## src/rtl/detonator_display_if.sv

```systemverilog
// detonator_display_if: core-facing status/digit inputs and display/LED/buzzer outputs
interface detonator_display_if;
    logic [3:0] m_disp;
    logic       digit_stb;
    logic       clr;
    logic       lt;
    logic       bt;
    logic       rt;
    logic       lb;
    logic [6:0] seg;
    logic [3:0] an;
    logic       led_g;
    logic       led_y;
    logic       led_r;
    logic       buzzer;
    modport master (
        output m_disp, digit_stb, clr, lt, bt, rt, lb,
        input  seg, an, led_g, led_y, led_r, buzzer
    );
    modport slave (
        input  m_disp, digit_stb, clr, lt, bt, rt, lb,
        output seg, an, led_g, led_y, led_r, buzzer
    );
endinterface

```

## src/rtl/detonator_display.sv

```systemverilog
// detonator_display: 4-digit scanned 7-segment display, status LEDs with blinking
// yellow, and a burst-restarting square-wave buzzer.
module detonator_display #(
    parameter int CLK_HZ   = 50_000_000,
    parameter int SCAN_HZ  = 1000,
    parameter int TONE_HZ  = 2000,
    parameter int BLINK_HZ = 2
) (
    input logic clk,
    input logic rst,
    detonator_display_if.slave bus
);
    localparam int SCAN_DIV  = CLK_HZ / SCAN_HZ;
    localparam int TONE_DIV  = CLK_HZ / (2 * TONE_HZ);
    localparam int BLINK_DIV = CLK_HZ / (2 * BLINK_HZ);
    localparam int SW = $clog2(SCAN_DIV + 1);
    localparam int TW = $clog2(TONE_DIV + 1);
    localparam int BW = $clog2(BLINK_DIV + 1);
    // index 15 first: F blanks, A-E show a dash
    localparam logic [15:0][6:0] SEG_LUT = {
        7'h7F, 7'h3F, 7'h3F, 7'h3F, 7'h3F, 7'h3F, 7'h10, 7'h00,
        7'h78, 7'h02, 7'h12, 7'h19, 7'h30, 7'h24, 7'h79, 7'h40
    };

    logic [SW-1:0]    scan_cnt;
    logic [TW-1:0]    tone_cnt;
    logic [BW-1:0]    blink_cnt;
    logic [1:0]       sel;
    logic             blink;
    logic [3:0][3:0]  digits;
    logic             scan_wrap, tone_wrap, blink_wrap;

    assign scan_wrap  = scan_cnt == SW'(SCAN_DIV - 1);
    assign tone_wrap  = tone_cnt == TW'(TONE_DIV - 1);
    assign blink_wrap = blink_cnt == BW'(BLINK_DIV - 1);

    always_ff @(posedge clk) begin
        if (rst) begin
            digits     <= '1;
            sel        <= '0;
            scan_cnt   <= '0;
            tone_cnt   <= '0;
            blink_cnt  <= '0;
            blink      <= 1'b0;
            bus.seg    <= 7'h7F;
            bus.an     <= 4'hF;
            bus.led_g  <= 1'b0;
            bus.led_y  <= 1'b0;
            bus.led_r  <= 1'b0;
            bus.buzzer <= 1'b0;
        end else begin
            if (bus.clr)
                digits <= '1;
            else if (bus.digit_stb)
                digits <= {digits[2:0], bus.m_disp};
            scan_cnt   <= scan_wrap ? '0 : scan_cnt + 1'b1;
            sel        <= sel + {1'b0, scan_wrap};
            bus.an     <= ~(4'b0001 << sel);
            bus.seg    <= SEG_LUT[digits[sel]];
            blink_cnt  <= blink_wrap ? '0 : blink_cnt + 1'b1;
            blink      <= blink ^ blink_wrap;
            bus.led_g  <= bus.lt;
            bus.led_r  <= bus.rt;
            bus.led_y  <= bus.bt & blink;
            // counter parks at 0 while idle so a burst opens with a full high phase
            tone_cnt   <= (!bus.lb || tone_wrap) ? '0 : tone_cnt + 1'b1;
            bus.buzzer <= bus.lb & (bus.buzzer ^ (tone_cnt == '0));
        end
    end
endmodule

```

## src/flat_wrapper.sv

```systemverilog
// flat-port wrapper written by rule: the top's interface ports become plain ports
module detonator_display_flat 
#(
    parameter int CLK_HZ   = 50_000_000,
    parameter int SCAN_HZ  = 1000,
    parameter int TONE_HZ  = 2000,
    parameter int BLINK_HZ = 2
)
  (clk, rst, bus_m_disp, bus_digit_stb, bus_clr, bus_lt, bus_bt, bus_rt, bus_lb, bus_seg, bus_an, bus_led_g, bus_led_y, bus_led_r, bus_buzzer);
  detonator_display_if bus_i ();
  input logic clk;
  input logic rst;
  input wire logic [$bits(bus_i.m_disp)-1:0] bus_m_disp;
  input wire logic [$bits(bus_i.digit_stb)-1:0] bus_digit_stb;
  input wire logic [$bits(bus_i.clr)-1:0] bus_clr;
  input wire logic [$bits(bus_i.lt)-1:0] bus_lt;
  input wire logic [$bits(bus_i.bt)-1:0] bus_bt;
  input wire logic [$bits(bus_i.rt)-1:0] bus_rt;
  input wire logic [$bits(bus_i.lb)-1:0] bus_lb;
  output wire logic [$bits(bus_i.seg)-1:0] bus_seg;
  output wire logic [$bits(bus_i.an)-1:0] bus_an;
  output wire logic [$bits(bus_i.led_g)-1:0] bus_led_g;
  output wire logic [$bits(bus_i.led_y)-1:0] bus_led_y;
  output wire logic [$bits(bus_i.led_r)-1:0] bus_led_r;
  output wire logic [$bits(bus_i.buzzer)-1:0] bus_buzzer;
  assign bus_i.m_disp = bus_m_disp;
  assign bus_i.digit_stb = bus_digit_stb;
  assign bus_i.clr = bus_clr;
  assign bus_i.lt = bus_lt;
  assign bus_i.bt = bus_bt;
  assign bus_i.rt = bus_rt;
  assign bus_i.lb = bus_lb;
  assign bus_seg = bus_i.seg;
  assign bus_an = bus_i.an;
  assign bus_led_g = bus_i.led_g;
  assign bus_led_y = bus_i.led_y;
  assign bus_led_r = bus_i.led_r;
  assign bus_buzzer = bus_i.buzzer;
  detonator_display #(.CLK_HZ(CLK_HZ), .SCAN_HZ(SCAN_HZ), .TONE_HZ(TONE_HZ), .BLINK_HZ(BLINK_HZ)) u_core (.clk(clk), .rst(rst), .bus(bus_i));
endmodule
```

## config.mk

```make
export PLATFORM = sky130hd
export DESIGN_NAME = detonator_display_flat
export DESIGN_NICKNAME = d
export VERILOG_FILES = /design/src/rtl/detonator_display_if.sv /design/src/rtl/detonator_display.sv /design/src/flat_wrapper.sv
export SDC_FILE = /design/constraint.sdc
export NUM_CORES = 1
export LEC_CHECK = 0
export BUFFER_PORTS_ARGS = -buffer_cell sky130_fd_sc_hd__buf_2
export CAP_MARGIN = 20
export CORE_AREA = 3 3 96 98
export DETAILED_ROUTE_END_ITERATION = 7
export DIE_AREA = 0 0 99 101
export PLACE_DENSITY_LB_ADDON = 0.05
export SLEW_MARGIN = 40
export SYNTH_ARGS = -nofsm -noshare
export SYNTH_HDL_FRONTEND = slang
export SYNTH_SLANG_ARGS = --single-unit
```

## constraint.sdc

```tcl
create_clock -name clk -period 4.3 [get_ports clk]
set_input_delay 0.86 -clock clk [delete_from_list [all_inputs] [get_ports clk]]
set_output_delay 0.86 -clock clk [all_outputs]
set_load 0.02 [all_outputs]
```

==> results of run 1 <==
==> Yosys cell counts (2+ instances only) <==
cell type	n	area share
nand2_1	35	0.035
dfxtp_1	88	0.47
ha_1	10	0.033
nand4_1	16	0.027
or3_1	7	0.012
nor4bb_1	2	0.0053
and2_1	2	0.0033
and4_1	6	0.014
buf_2	4	0.0053
nor3_1	5	0.0067
xor2_1	18	0.042
xnor2_1	20	0.047
inv_1	13	0.013
nor2_1	53	0.053
nor4_1	6	0.010
o21ai_1	2	0.0027
and3_1	6	0.010
o31ai_1	7	0.014
nor2b_1	3	0.0050
clkbuf_1	11	0.011
a21oi_1	14	0.019
mux4_2	4	0.024
mux2i_1	18	0.048
o21ai_0	11	0.015
nand3_1	15	0.020
nor4b_1	4	0.0093
or4_1	7	0.014
==> power groups by stage <==
stage	registers [W]	logic (W)	clock network, W
final	0.000833	0.0000625	0.000567
after detailed placement	0.000852	0.0000633	0
after floorplan	0.000856	0.0000411	0
after global routing	0.000835	0.0000715	0.000631
after global placement	0.000852	0.0000627	0
after CTS	0.000833	0.0000636	0.000596
==> routing by layer <==
metal | GRT usage | share of wire
met5 | 0 | 0
met4 | 0.0599 | 0.012
met3 | 0.0353 | 0.042
met2 | 0.219 | 0.41
met1 | 0.211 | 0.53
==> per-stage QoR <==
| step | total power (W) | cells | hold WS, ns | utilization | area (um2) |
|---|---|---|---|---|---|
| after floorplan | 0.000897 | 401 | 0.426 | - | 3760 |
| after global placement | 0.000915 | 521 | 0.439 | 0.464 | 3970 |
| after detailed placement | 0.000916 | 521 | 0.448 | 0.464 | 3970 |
| after CTS | 0.00149 | 537 | 0.470 | 0.487 | 4170 |
| after global routing | 0.00154 | 537 | 0.493 | 0.487 | 4170 |
| final | 0.00146 | 537 | 0.467 | 0.487 | 4170 |
==> cell families after synthesis <==
kind of cell / Yosys count / share of synthesized area
buf+inv: 29 / 0.0323
mux: 22 / 0.0719
xor+xnor: 38 / 0.0885
fa+ha+maj: 10 / 0.0333
compound gates: 38 / 0.0589
flops: 88 / 0.469
simple gates: 176 / 0.247
==> flip-flops by register name, summed over array words and instances (netlist names) <==
register and cells:
u_core.blink_cnt 24, u_core.bus.led_r 1, u_core.blink 1, u_core.bus.led_y 1
u_core.scan_cnt 16, u_core.tone_cnt 14, u_core.bus.an 4, u_core.sel 2
u_core.digits 16, u_core.bus.buzzer 1, u_core.bus.seg 7, u_core.bus.led_g 1
==> critical path, cell delays in order, from the launching register on <==
cell     delay [ns]
dfxtp_1        0.37
ha_1           0.25
nand3_4        0.13
or3_1          0.55
or4_1          0.55
a21oi_1        0.15
==> cell type report <==
| type | instances | share of cell area |
|---|---|---|
| well taps | 108 | 0.0324 |
| multi-input cells | 284 | 0.451 |
| repair buffers | 28 | 0.0348 |
| inverters | 13 | 0.0117 |
| clock inverters | 5 | 0.0135 |
| flip-flops and latches | 88 | 0.423 |
| clock buffers | 11 | 0.0339 |
==> final timing paths <==
kind / start / endpoint / slack, ns / cells after the start
worst max register to register: u_core.blink_cnt[0] / u_core.blink_cnt[20] / 2.24 / 5
worst min register to register: u_core.blink_cnt[0] / u_core.blink_cnt[0] / 0.47 / 1
worst min-delay path: u_core.blink_cnt[0] / u_core.blink_cnt[0] / 0.47 / 1
worst max-delay path: u_core.blink_cnt[0] / u_core.blink_cnt[20] / 2.24 / 5
==> metrics.csv, run 1 <==
metric,value,unit
status,"finished, final reports clean",
rsz0062_at_grt,no,
critPathKind,reg -> reg,
async_flop_share,0,
skew,0.00872,ns
ctsResizeCount,0,
syn_inst,401,
regArea,1760,um2
dieArea,10000,um2
worst_slew_pin_slew,0.593,ns
antenna_found_initial,0,
startpoint_type,flip-flop,
p_switching,0.000328,W
clockBufferDepth,2,
cts_tree,done,
seqPwrFrac,0.570,
sw_frac_of_total,0.225,
fin_ws,2.24,ns
avgSynthCellArea,9.38,um2
endpoint_kind,flip-flop,
drtPass1Iterations,4,
rows,34,
dp_hpwl,4720,um
ys_seq_elements,88,
pre_cts_slack,2.06,ns
hold_viol,0,
area_growth,10.8,%
grt_first_pass_wirelength,12200,um
synth_warnings,0,
synth_nets,423,
drtIter0Drc,67,
layout_common_cells,"dfxtp_1 (88), nor2_1 (52), nand2_1 (35)",
multi_input_area,1880,um2
ctsHtreeMaxLevel,3,
ys_types,41,
required,4.58,ns
grtUsageTotal,0.149,
routed_wl,6900,um
critPathArrivalTime,2.34,ns
grt_max_degree,17,
hold_class,reg -> reg,
numCtsBuffers,9,
wire_per_inst,12.9,um
relSlewSlack,0.604,
die_x,99,um
p_int,0.00113,W
tns,0,ns
clk_latency,0.35,ns
gp_congestion,0.753,
period_share,0.480,
antenna_left,0,
overflow,0,
timing.critical_path.fanout_max,9,
grt_pass1_vias,2613,
nNetsFinal,446,
cts.sinks,88,
clk_pin_slew,0.08,ns
start_util,0.440,
drv_cap,0,
fmax,485,MHz
setup_viol,0,
die_height,101,um
powerDensity,351,nW/um2
ys_seq_area_frac,0.469,
vias_per_cell,5.14,
drive_above_1_share,0.126,
netlist_area,3760,um2
vias,2759,
final_max_slew_viol_count,0,
comb_power_share,0.043,
leakagePower,1.52,nW
clockRootBuffer,clkbuf_8,
post-route-min-period,2.06,ns
n_fill_cell,860,
boundaryPins,27,
core-area,8550,um2
numPortBuffers,26,
synth_edf_count,0,
final_common_cell,dfxtp_1,
dominantRegCellSynth,dfxtp_1,
num_antenna_cells,0,
vdd_ir_drop_max,0.130,mV
clockPowerShare,0.388,
hold_buffers,0,
drcViolationCount,0,
post-cts-setup-buffers,0,
Power figures use the tool's default switching activity.
==> run 2, diff against run 1 <==
==> constraint.sdc (replaced) <==
create_clock -name clk -period 1.8 [get_ports clk]
set_input_delay 0.36 -clock clk [delete_from_list [all_inputs] [get_ports clk]]
set_output_delay 0.36 -clock clk [all_outputs]
set_load 0.02 [all_outputs]
==> metrics.csv, run 2 (synthesis gave the netlist of run 1 again) <==
metric,value,unit,change
dpl-instance-area,4150,um2,+4.5%
area_growth,15.5,%,
crit_slowest_cell,or4_1,,
top_regs,"u_core.blink_cnt x24, u_core.digits x16, u_core.scan_cnt x16",,
leakagePower,1.62,nW,+6.2%
grtUsageTotal,0.158,,+0.00848
clockRootBuffer,clkbuf_8,,
required,2.07,ns,-2.51 ns
numPortBuffers,26,,unchanged
setup_viol,0,,unchanged
worst-path-buf-inv,0,,unchanged
drtPass1Iterations,4,,unchanged
clk_latency,0.35,ns,about the same
final_max_slew_viol_count,0,,unchanged
die_height,101,um,unchanged
cts_tree,done,,
cts.sinks,88,,unchanged
powerDensity,773,nW/um2,+120%
gp_congestion,0.741,,-1.7%
grt_first_pass_wirelength,12800,um,+4.8%
fmax,584,MHz,+20%
largest_register,u_core.blink_cnt,,
cp.depth,5,,unchanged
overflow,0,,unchanged
worst_r2r_path_depth,5,,unchanged
finalNonFillerCells,558,,+3.9%
worst_slew_pin_slew,0.460,ns,-0.134 ns
endpoint_kind,flip-flop,,
rr_startpoint,u_core.blink_cnt[0],,
dp.cells,543,,+4.2%
wire_per_inst,12.8,um,-0.19%
reg2reg_slack,0.09,ns,-2.15 ns
timing.critical_path.fanout_max,8,,-1
grt_pass1_vias,2738,,+4.8%
dieArea,10000,um2,unchanged
hold_class,in -> reg,,
finish.instance_area,4340,um2,+4.2%
status,"finished, final reports clean",,
die_x,99,um,unchanged
vdd_ir_drop_max,0.407,mV,+210%
dp_hpwl,5050,um,+7.1%
nNetsFinal,468,,+4.9%
routed_wl,7160,um,+3.7%
crit_family,simple AND/OR/NAND/NOR gates,,
boundaryPins,27,,unchanged
final_common_cell,dfxtp_1,,
path_cells,"ha_4, nand3_4, or3_4, or4_1, a21oi_1",,
worst_r2r_endpoint,u_core.blink_cnt[20],,
post-route-min-period,1.71,ns,-0.350 ns
cp-startpoint,u_core.blink_cnt[0],,
post-cts-setup-buffers,0,,unchanged
critical_path.endpoint,u_core.blink_cnt[20],,
layout_common_cells,"dfxtp_1 (83), nor2_1 (53), nand2_1 (35)",,
largest_reg_flops,24,,unchanged
critPathKind,reg -> reg,,
ctsHtreeMaxLevel,3,,unchanged
core-area,8550,um2,unchanged
drive_above_1_share,0.178,,+0.0519
clockBufferDepth,2,,unchanged
grt_max_degree,24,,+7
skew,0.00971,ns,+0.000992 ns
antenna_left,0,,unchanged
critPathArrivalTime,1.99,ns,-0.35 ns
min_from,bus_lt,,
num_antenna_cells,0,,unchanged
relSlewSlack,0.691,,+0.0867
period_share,0.951,,+0.472
drtIter0Drc,85,,+27%
hold_viol,0,,unchanged
vias_per_cell,5.15,,+0.18%
rsz0062_at_grt,no,,
drv_cap,0,,unchanged
critPathMaxStageDelay,0.51,ns,-0.04 ns
start_util,0.440,,unchanged
vias,2872,,+4.1%
tns,0,ns,unchanged
drcViolationCount,0,,unchanged
startpoint_type,flip-flop,,
numCtsBuffers,9,,unchanged
antenna_found_initial,0,,unchanged
rows,34,,unchanged
clk_pin_slew,0.08,ns,about the same
[run 2: cell types whose count changed in the layout (fill, tap and decap cells not counted), sizes merged]
cell	delta
buf	+22
bufinv	-1
clkbuf	+2
clkinv	-2
[run 2: area by class of cell]
cell class | count | area [um2]
fill | 841 | 4210
multi-input combinational | 284 | 1900
inverter | 13 | 48.8
tap | 108 | 135
sequential | 88 | 1770
clock inverter | 2 | 16.3
clock buffer | 13 | 149
timing repair buffer | 50 | 323
[run 2: where the power goes]
part	leakage (nW)	total (W)	internal (W)	switching, W
clock	0.0797	0.00120	0.000537	0.000665
combinational	0.821	0.000161	0.0000702	0.0000913
sequential	0.716	0.00199	0.00197	0.0000209
[run 2: worst min path at each step]
stage | to | slack (ns) | depth (start not counted)
final | u_core.bus.led_g | 0.22 | 2
after global routing | u_core.bus.led_g | 0.20 | 2
after detailed placement | u_core.blink_cnt[0] | 0.42 | 1
after global placement | u_core.blink_cnt[0] | 0.41 | 1
after floorplan | u_core.blink_cnt[0] | 0.40 | 1
after CTS | u_core.bus.led_g | 0.19 | 2
[run 2: routing by layer]
| layer | part of all wire | up-vias | track usage | routed length (um) |
|---|---|---|---|---|
| li1 | - | 1496 | - | - |
| met1 | 0.50 | 1328 | 0.208 | 3590 |
| met5 | 0 | - | 0 | 0 |
| met3 | 0.033 | 8 | 0.0401 | 238 |
| met2 | 0.45 | 40 | 0.245 | 3230 |
| met4 | 0.014 | 0 | 0.0672 | 103 |
[run 2: timing repair]
action                                  in CTS  in global routing
endpoints found under the setup margin       7                  9
hold buffers                                 0                  0
resized for setup                            2                  7
[run 2: through the flow]
stage | total power [W] | utilization | hold WS (ns) | setup WS, ns
floorplan | 0.00214 | - | 0.403 | 0.0175
global placement | 0.00220 | 0.485 | 0.411 | 0.0330
detailed placement | 0.00220 | 0.485 | 0.424 | -0.0425
CTS | 0.00341 | 0.505 | 0.188 | 0.0118
global route | 0.00353 | 0.508 | 0.202 | 0.00351
finish | 0.00336 | 0.508 | 0.217 | 0.0875
==> run 3, diff against run 2 <==
==> constraint.sdc (replaced) <==
create_clock -name clk -period 2.2 [get_ports clk]
set_input_delay 0.44 -clock clk [delete_from_list [all_inputs] [get_ports clk]]
set_output_delay 0.44 -clock clk [all_outputs]
set_load 0.02 [all_outputs]
==> metrics.csv, run 3 (synthesis gave the netlist of run 1 again) <==
metric,value,unit,change
worst_slew_pin_slew,0.445,ns,-0.0149 ns
critical_path.endpoint,u_core.blink_cnt[18],,
rows,34,,unchanged
p_total,0.00305,W,-9.0%
numCtsBuffers,9,,unchanged
final_common_cell,dfxtp_1,,
fin_ws,0.213,ns,+0.125 ns
clk_pin_slew,0.08,ns,about the same
dieArea,10000,um2,unchanged
leakagePower,1.58,nW,-2.3%
antenna_left,0,,unchanged
die_height,101,um,unchanged
grt_first_pass_wirelength,12000,um,-5.8%
hold_viol,0,,unchanged
layout_common_cells,"dfxtp_1 (88), nor2_1 (53), nand2_1 (35)",,
cts_tree,done,,
dp_hpwl,4810,um,-4.7%
cp-startpoint,u_core.blink_cnt[0],,
gp_congestion,0.751,,+1.4%
area_growth,13.3,%,
drv_cap,0,,unchanged
skew,0.0112,ns,+0.00145 ns
cts.sinks,88,,unchanged
largest_register,u_core.blink_cnt,,
dpl-instance-area,4020,um2,-3.1%
crit_slowest_cell,or4_1,,
tns,0,ns,unchanged
routed_wl,6820,um,-4.7%
ctsResizeCount,0,,-2
num_antenna_cells,0,,unchanged
vias_per_cell,5.15,,+0.14%
worst_r2r_endpoint,u_core.blink_cnt[18],,
largest_reg_flops,24,,unchanged
critPathKind,reg -> reg,,
rr_startpoint,u_core.blink_cnt[0],,
boundaryPins,27,,unchanged
required,2.48,ns,+0.41 ns
clockRootBuffer,clkbuf_8,,
drtPass1Iterations,4,,unchanged
ctsHtreeMaxLevel,3,,unchanged
startpoint_type,flip-flop,,
start_util,0.440,,unchanged
grt_pass1_vias,2626,,-4.1%
critPathArrivalTime,2.26,ns,+0.27 ns
final_max_slew_viol_count,0,,unchanged
hold_class,in -> reg,,
grt_max_degree,17,,-29%
worst_r2r_path_depth,5,,unchanged
drcViolationCount,0,,unchanged
grtUsageTotal,0.147,,-0.0110
wire_per_inst,12.5,um,-2.3%
core-area,8550,um2,unchanged
numPortBuffers,26,,unchanged
post-cts-setup-buffers,0,,unchanged
nNetsFinal,453,,-3.2%
post-route-min-period,1.99,ns,+0.275 ns
pre_cts_slack,0.209,ns,+0.252 ns
vdd_ir_drop_max,0.395,mV,-2.9%
top_regs,"u_core.blink_cnt x24, u_core.digits x16, u_core.scan_cnt x16",,
fmax,503,MHz,-14%
setup_viol,0,,unchanged
status,"finished, final reports clean",,
drtIter0Drc,85,,unchanged
path_cells,"ha_1, nand3_4, or3_1, or4_1, a21oi_1",,
clockBufferDepth,2,,unchanged
powerDensity,717,nW/um2,-7.2%
period_share,0.903,,-0.0482
finish.instance_area,4260,um2,-1.9%
rsz0062_at_grt,no,,
hold_buffers,0,,unchanged
vias,2804,,-2.4%
endpoint_kind,flip-flop,,
drive_above_1_share,0.140,,-0.0379
critPathMaxStageDelay,0.54,ns,+0.03 ns
reg2reg_slack,0.21,ns,+0.13 ns
clk_latency,0.34,ns,about the same
timing.critical_path.fanout_max,9,,+1
antenna_found_initial,0,,unchanged
die_x,99,um,unchanged
relSlewSlack,0.704,,+0.0127
overflow,0,,unchanged
## run 3: power by group
| group | total [W] | leakage [nW] | switching [W] | internal [W] |
|---|---|---|---|---|
| logic | 0.000126 | 0.743 | 0.0000726 | 0.0000538 |
| registers | 0.00163 | 0.713 | 0.0000149 | 0.00161 |
| clock network | 0.00130 | 0.123 | 0.000564 | 0.000736 |
| total | 0.00305 | 1.58 | 0.000652 | 0.00240 |
## run 3: layer usage
layer / wire (um) / vias to the layer above / GRT usage / share of wire
met3: 223 / 8 / 0.0291 / 0.033
met5: 0 / - / 0 / 0
met1: 3530 / 1297 / 0.201 / 0.52
li1: - / 1463 / - / -
met2: 2970 / 36 / 0.227 / 0.44
met4: 90 / 0 / 0.0599 / 0.013
## run 3: worst min-delay path by stage
stage / from / end / cells past startpoint
after floorplan: u_core.scan_cnt[0] / u_core.scan_cnt[0] / 1
after global placement: u_core.blink_cnt[0] / u_core.blink_cnt[0] / 1
after detailed placement: u_core.blink_cnt[0] / u_core.blink_cnt[0] / 1
after CTS: bus_lt / u_core.bus.led_g / 2
after global routing: bus_rt / u_core.bus.led_r / 2
final: bus_rt / u_core.bus.led_r / 2
## run 3: critical path, delay by kind of cell (launching register included)
| kind | cells | cell delay (ns) |
|---|---|---|
| and+or+nand+nor | 3 | 1.19 |
| AOI/OAI and AO/OA | 1 | 0.14 |
| DFF | 1 | 0.37 |
| adders and majority gates | 1 | 0.24 |
## run 3: per-stage QoR
stage / instances / hold WS [ns] / utilization
final: 544 / 0.306 / 0.498
after global routing: 544 / 0.305 / 0.498
after CTS: 544 / 0.288 / 0.498
after detailed placement: 528 / 0.452 / 0.470
after global placement: 528 / 0.440 / 0.470
after floorplan: 401 / 0.426 / -
## run 3: cell type report
class	instances	area (um2)
Multi-Input combinational cell	284	1880
Clock inverter	4	73.8
Inverter	13	48.8
Tap cell	108	135
Clock buffer	12	165
Timing Repair Buffer	35	198
Sequential cell	88	1760
Fill cell	836	4290
